$ cat config.mk
export PLATFORM = sky130hd
export DESIGN_NAME = regfile_mp_sb
export DESIGN_NICKNAME = d
export VERILOG_FILES = /design/src/rtl/regfile_mp_sb.sv
export SDC_FILE = /design/constraint.sdc
export NUM_CORES = 2
export LEC_CHECK = 0
export CORE_MARGIN = 1
export CORE_UTILIZATION = 24
export DETAILED_ROUTE_END_ITERATION = 7
export PLACE_DENSITY = 0.38
export SETUP_SLACK_MARGIN = 0.15
export SYNTH_ARGS = -nofsm -noshare
export SYNTH_HDL_FRONTEND = slang
export SYNTH_SLANG_ARGS = --single-unit
$ cat constraint.sdc
create_clock -name clk -period 6 [get_ports clk]
set_input_delay 1.8 -clock clk [delete_from_list [all_inputs] [get_ports clk]]
set_output_delay 1.8 -clock clk [all_outputs]
set_load 0.05 [all_outputs]
$ cat src/rtl/regfile_mp_sb.sv
// Multi-port integer register file with same-cycle write bypass and a per-register
// pending scoreboard; x0 reads as zero and is never pending.
module regfile_mp_sb #(
    parameter int XLEN     = 32,
    parameter int NUM_REGS = 32,
    parameter int NUM_RD   = 2,
    parameter int NUM_WR   = 2,
    parameter int BYPASS   = 1,
    parameter int ADDR_W   = $clog2(NUM_REGS),
    parameter int CNT_W    = $clog2(NUM_REGS + 1)
) (
    input  logic                           clk,
    input  logic                           rst,
    input  logic [NUM_RD-1:0][ADDR_W-1:0]  rs_addr,
    output logic [NUM_RD-1:0][XLEN-1:0]    rs_data,
    output logic [NUM_RD-1:0]              rs_ready,
    input  logic [NUM_WR-1:0]              wr_en,
    input  logic [NUM_WR-1:0][ADDR_W-1:0]  wr_addr,
    input  logic [NUM_WR-1:0][XLEN-1:0]    wr_data,
    input  logic                           issue_en,
    input  logic [ADDR_W-1:0]              issue_addr,
    output logic [NUM_REGS-1:0]            pending,
    output logic [CNT_W-1:0]               pending_cnt
);

    logic [XLEN-1:0]       r_regs [1:NUM_REGS-1];
    logic [NUM_REGS-1:1]   r_pend;
    logic [CNT_W-1:0]      r_cnt;

    logic [NUM_REGS-1:1]   w_wrHit;
    logic [XLEN-1:0]       w_wrVal [1:NUM_REGS-1];
    logic [NUM_REGS-1:1]   w_pendNext;
    logic [CNT_W-1:0]      w_cntNext;
    logic [XLEN-1:0]       w_regsFull [NUM_REGS];
    logic [NUM_REGS-1:0]   w_pendFull;

    // Later write ports override earlier ones targeting the same register.
    always_comb begin
        for (int r = 1; r < NUM_REGS; r++) begin
            w_wrHit[r] = 1'b0;
            w_wrVal[r] = '0;
            for (int p = 0; p < NUM_WR; p++) begin
                if (wr_en[p] && (wr_addr[p] == ADDR_W'(r))) begin
                    w_wrHit[r] = 1'b1;
                    w_wrVal[r] = wr_data[p];
                end
            end
        end
    end

    // Issue takes priority over a writeback clear so a new producer stays tracked.
    always_comb begin
        w_cntNext = '0;
        for (int r = 1; r < NUM_REGS; r++) begin
            w_pendNext[r] = (issue_en && (issue_addr == ADDR_W'(r))) ||
                            (r_pend[r] && !w_wrHit[r]);
            w_cntNext     = w_cntNext + CNT_W'(w_pendNext[r]);
        end
    end

    always_ff @(posedge clk or negedge rst) begin
        if (!rst) begin
            for (int r = 1; r < NUM_REGS; r++) begin
                r_regs[r] <= '0;
            end
            r_pend <= '0;
            r_cnt  <= '0;
        end else begin
            for (int r = 1; r < NUM_REGS; r++) begin
                if (w_wrHit[r]) begin
                    r_regs[r] <= w_wrVal[r];
                end
            end
            r_pend <= w_pendNext;
            r_cnt  <= w_cntNext;
        end
    end

    always_comb begin
        w_regsFull[0] = '0;
        for (int r = 1; r < NUM_REGS; r++) begin
            w_regsFull[r] = r_regs[r];
        end
    end

    assign w_pendFull  = {r_pend, 1'b0};
    assign pending     = w_pendFull;
    assign pending_cnt = r_cnt;

    // Reset gates the bypass too, so reads are zero/ready while rst is held low.
    always_comb begin
        for (int i = 0; i < NUM_RD; i++) begin
            rs_data[i]  = '0;
            rs_ready[i] = 1'b1;
            if (rst && (rs_addr[i] != '0) && (int'(rs_addr[i]) < NUM_REGS)) begin
                rs_data[i]  = w_regsFull[rs_addr[i]];
                rs_ready[i] = !w_pendFull[rs_addr[i]];
                if (BYPASS != 0) begin
                    for (int p = 0; p < NUM_WR; p++) begin
                        if (wr_en[p] && (wr_addr[p] == rs_addr[i])) begin
                            rs_data[i]  = wr_data[p];
                            rs_ready[i] = 1'b1;
                        end
                    end
                end
            end
        end
    end

endmodule

* Yosys cells after proc, flatten, opt, wreduce, memory -nomap -nowiden
Index checks and enable logic that the tools add are counted.
** Storage, ports and cells
- Register bits after elaboration :: 1029
- Input bits :: 94
- Output and inout bits :: 104
- Logic and storage cells :: 508
** Operators by class
- Add/subtract/negate cells :: 30
- Order comparisons :: 4
- Eq/ne operators :: 97
- Muxes and demuxes :: 146
- Bitwise operators :: 2
- Reduce and logical (&&, ||, !) cells :: 196
** Operators with widths (number)
- $mux W32 :: 72
- $bmux W32 S5 :: 2
- $eq A5 B5 Y1 const B :: 48
- $add A6 B1 Y6 :: 25
- $logic_and A1 B1 Y1 :: 130
- $eq A5 B4 Y1 const B :: 24
- $mux W1 :: 70
- $eq A5 B3 Y1 const B :: 12
- $logic_not A1 Y1 :: 33
- $logic_or A1 B1 Y1 :: 31
- $eq A5 B2 Y1 const B :: 6
- $eq A5 B5 Y1 :: 4
- $eq A5 B1 Y1 const B :: 3
- $ge A6 B6 Y1 const B :: 2
- $lt A5 B6 Y1 const B :: 2
- $not A5 Y6 :: 2
- $bmux W1 S5 :: 2
- $reduce_bool A5 Y1 :: 2
- $add A5 B1 Y6 :: 1
- $add A4 B1 Y5 :: 1
- $add A3 B1 Y4 :: 1
- $add A2 B1 Y3 :: 1
- $add A1 B1 Y2 :: 1

* Depth between registers and ports, before layout
- Depth after elaboration :: 37
- Depth in mapped cells :: 23
- Gate-level depth less buffers :: 20

* Least setup slack after synthesis
No wires, ideal clock.
- Kind :: input-to-reg
- Start point :: input port wr_addr[3] (netlist name)
- End point :: register r_cnt[4] (netlist: pending_cnt[4])
- Setup time :: 0.080 ns
- Arrival :: 7.519 ns
- Required time :: 5.920 ns
- Slack :: -1.599 ns
- Stages :: 22
- Buffers on the path :: 4
- Cell sequence :: buf_2 > nor2b_1 > buf_2 > nor2b_1 > buf_2 > nand2_1 > buf_4 > a32oi_1 > fa_1 > fa_1 > inv_1 > fa_1 > fa_1 > inv_1 > fa_1 > fa_1 > inv_1 > fa_1 > fa_1 > a21o_1 > a21oi_1 > xnor2_1
** Between the ends
- Longest elaborated chain between the ends :: 37
- Elaborated cells between the ends (all ways) :: 247
- Those cells by class :: add/sub: 30; eq/ne: 31; mux: 62; reduce/logical: 124
** Ends and longest elaborated chain
- start: declaration :: line 18 : input logic [NUM_WR-1:0][ADDR_W-1:0] wr_addr,
- $eq A5 B1 Y1 / $eq A5 B2 Y1 (equally long branches) :: line 43 : if (wr_en[p] && (wr_addr[p] == ADDR_W'(r))) begin
- $logic_and A1 B1 Y1 :: line 43
- $mux W1 (2 in a row) :: line 43
- $logic_not A1 Y1 :: line 56 : (r_pend[r] && !w_wrHit[r]);
- $logic_and A1 B1 Y1 :: line 56
- $logic_or A1 B1 Y1 :: line 55 : w_pendNext[r] = (issue_en && (issue_addr == ADDR_W'(r))) ||
- $add A1 B1 Y2 :: line 57 : w_cntNext = w_cntNext + CNT_W'(w_pendNext[r]);
- $add A2 B1 Y3 :: line 57
- $add A3 B1 Y4 :: line 57
- $add A4 B1 Y5 :: line 57
- $add A5 B1 Y6 :: line 57
- $add A6 B1 Y6 (24 in a row) :: line 57
- $add A6 B1 Y6 (*) :: line 57
- via w_cntNext[4] :: line 33 : logic [CNT_W-1:0] w_cntNext;
- end signal: assignment :: line 75 : r_cnt <= w_cntNext;
- end: declaration :: line 28 : logic [CNT_W-1:0] r_cnt;
The timed path passes the listed nets; every way through them passes the cells marked *.
A chain may end at the register's enable or synchronous reset.

* Worst setup path after layout
- Start point :: input port wr_addr[7] (netlist name)
- End point :: register r_cnt[4] (netlist: pending_cnt[4])
** Between the ends
- Longest elaborated chain between the ends :: 36
- Elaborated cells between the ends (all ways) :: 216
- Those cells by class :: add/sub: 30; eq/ne: 31; mux: 31; reduce/logical: 124
** Ends and longest elaborated chain (line)
- $eq A5 B1 Y1 / $eq A5 B2 Y1 (equally long branches) :: 43
- $logic_and A1 B1 Y1 :: 43
- $mux W1 :: 43
- $logic_not A1 Y1 :: 56
- $logic_and A1 B1 Y1 :: 56
- $logic_or A1 B1 Y1 :: 55
- $add A1 B1 Y2 :: 57
- $add A2 B1 Y3 :: 57
- $add A3 B1 Y4 :: 57
- $add A4 B1 Y5 :: 57
- $add A5 B1 Y6 :: 57
- $add A6 B1 Y6 (24 in a row) :: 57
- $add A6 B1 Y6 (*) :: 57
- via w_cntNext[4] :: 33
Marks and branches as above.

==> results.md <==
- Status: finished, violations left
- Failing checks: setup timing
- Global-route wire length before repair: 470000 µm
- Ranking of synthesized cells by area: dfrtp_1 (38%), mux2i_1 (22%), mux4_2 (7.8%)
- Kind of critical path: input pin to flop
- Initial cell density of the core: 0.241
- DR pass1 iterations: 5
- # IOs: 198
- Vias per inst: 5.27
- Number of max-cap violations: 0
- DR WL/cell: 30.8 µm
- Vias in the first global route: 57.6k
- Max Slew Vio Count: 0
- Cell variety after synth: 67
- Final Net Count: 7175
- Final wirelength: 336000 µm
- F_max: 0.156 GHz
- Die Span X: 532 µm
- Crit path DAT: 7.13 ns
- Count leader, synth: mux2i_1
- Dominant synthesized flop cell: dfrtp_1
- RePlAce Congestion: 0.867
- Relative slew slack: 0.211
- XOR/XNOR share of the synthesized area: 0.00299
- Final hold vios: 0
- Share of cells above drive strength 1: 0.235
- Final period util: 1.07
- Pwr dens: 338 nW/µm²
- Rows: 194
- Worst hold slack: 0.585 ns
- Hold WC Path Type: flop to flop
- Total track usage: 0.232
- Ys Warns: 0
- Final setup viols: 7
- Syn Area/Cell: 9.87 µm²
- Clock tree root driver cell: clkbuf_16
- Die area: 283000 µm²
- WP data required: 6.71 ns
- Worst-Margin Slew: 1.18 ns
- Core ar.: 279000 µm²
- Initial DRC count: 4997
- Post-Syn Area: 67400 µm²
- Synth area leader: dfrtp_1
- Total CTS buffers: 139
- Total number of vias: 57.4k
- Final Power: 0.0288 W
- Clock Skews: 0.0204 ns
- Largest family of logic cells by synthesized area: multiplexers
- Synth Register Bits: 1029
- Crit path time final: 6.42 ns
- Fraction of registers with async set/reset: 1.00
- Leakage: 38.1 nW
- Later-pin clock latency in the skew report: 0.81 ns
- Die height: 532 µm
- Synth Area in Compound Gates: 0.138
- Simple-gate share of the synthesized area: 0.0860
- CP Max Fanout: 4
- Area grow syn2layout: 26.3%
- Placed cell count: 10.5k
- RSZ-0062 raised after global routing: true
- Post-synthesis instance total: 6829
- H-tree depth: 4
- Sink Count: 1029
- Pin count of the biggest net entering global routing: 149
- Post-Synth Adder-Cell Area: 0.00813
- Commonest cells in the netlist: mux2i_1 (1462), dfrtp_1 (1029), nor2_1 (641)
- Worst reg-to-reg setup slack: 0.67 ns
- Mux contribution to synthesized area: 0.322
- CTS Buffer Depth: 3
- Slack of the critical path: -0.418 ns
- I/O Buffers: 196
- Net Count, Synth: 6953
- Clock Pin Slew Worst Setup and Hold Paths: 0.06 ns
- Yosys top cell area share: 0.382
- Dpl hpwl: 213000 µm
- TritonCTS clock tree: built
- Routed Antenna Nets: 0
- Initial antenna violation count: 10
- Worst Setup End Kind: flop
- Max VDD drop: 0.000759 V
- Post-synthesis sequential area ratio: 0.382
- DRC Markers: 0
- Critical Path Start Type: input pin
- Final cell count without fillers: 10.9k
- Global route overflow: 0
- Post-synth EDFFs: 0
-- flip-flops by register name, summed over array words and instances (netlist names) --
register and flops:
r_pend 31, pending_cnt 6, r_regs 992
-- metal layers --
metal	wire length (µm)	global-route usage
met1	147000	0.311
met2	157000	0.377
met4	12600	0.0807
met5	13	0
met3	18500	0.0353
-- kinds of logic after synthesis --
kind of cell               after synthesis
muxes                                 1838
xor gates and xnor gates                23
buffers and inverters                  914
adders and majority gates               30
DFF                                   1029
AOI/OAI and AO/OA                     1584
other                                    1
and+or+nand+nor                       1410
-- what timing repair did --
action / in CTS / in global routing
setup endpoints to repair: 72 / 68
gates cloned: 5 / 2
resized for setup: 335 / 111
pin swaps: 77 / 40
setup buffers: 61 / 20
hold buffers: 0 / 0
-- critical path: stages --
cell	delay (ns)
buf_2	0.13
nand2b_4	0.16
buf_4	0.14
nor2_2	0.09
buf_6	0.12
nand2_1	0.06
a32oi_2	0.28
fa_1	0.49
fa_1	0.56
inv_2	0.05
fa_1	0.48
fa_1	0.54
inv_1	0.05
fa_1	0.45
fa_1	0.49
inv_1	0.05
fa_2	0.36
fa_2	0.36
a21o_1	0.19
a21oi_2	0.13
xnor2_1	0.13
-- stage by stage --
| stage | area, µm² | worst slack [ns] | util | TNS (ns) |
|---|---|---|---|---|
| final | 85100 | -0.418 | 0.305 | -1.46 |
| after global routing | 85100 | -0.545 | 0.305 | -2.21 |
| after CTS | 84300 | -0.411 | 0.302 | -1.41 |
| after detailed placement | 77600 | -1.73 | 0.278 | -27.93 |
| after global placement | 77600 | -1.80 | 0.278 | -28.51 |
| after floorplan | 67700 | -1.14 | - | -5.29 |
-- layout by cell type (no fill, tap or decap), drive strengths merged, types with 32 or more instances in the layout --
cell           netlist  routed
clkbuf             540     200
a221oi              62      62
a41oi               32      32
o221ai              63      63
mux4               248     248
nor4                39      39
o22ai               94      94
nand2              614     614
o21ai              550     550
inv                 75      86
a22oi               62      62
mux2i             1462    1462
a31oi               33      33
clkdlybuf4s50        0     101
a21oi              558     558
dfrtp             1029    1029
mux2               128     128
nor2               644     644
buf                299     810
o22a                32      32
-- worst paths after layout --
kind,startpoint,to,depth (start not counted)
min,r_regs[451]$_DFFE_PN0P_,r_regs[451]$_DFFE_PN0P_,2
max reg2reg,r_pend[26]$_DFF_PN0_,pending_cnt[4]$_DFF_PN0_,16
max in group asynchronous,rst,r_regs[773]$_DFFE_PN0P_,4
min reg2reg,r_regs[451]$_DFFE_PN0P_,r_regs[451]$_DFFE_PN0P_,2
max,wr_addr[7],pending_cnt[4]$_DFF_PN0_,21
min in group asynchronous,rst,pending_cnt[5]$_DFF_PN0_,1
-- where the power goes --
group	leakage [nW]	internal [W]	switching [W]
Clock	2.22	0.00493	0.00359
Sequential	12.5	0.00885	0.00155
Combinational	23.3	0.00499	0.00484
Total	38.1	0.0188	0.00999
-- layout make-up --
type,count,area (µm²)
antenna,6,15.0
clock buffer,198,3980
clock inverter,46,528
fill,28700,194000
inverter,75,282
multi-input combinational,4886,40000
sequential,1029,25700
tap,3724,4660
timing repair buffer,920,9950
(Power assumes the default switching activity.)
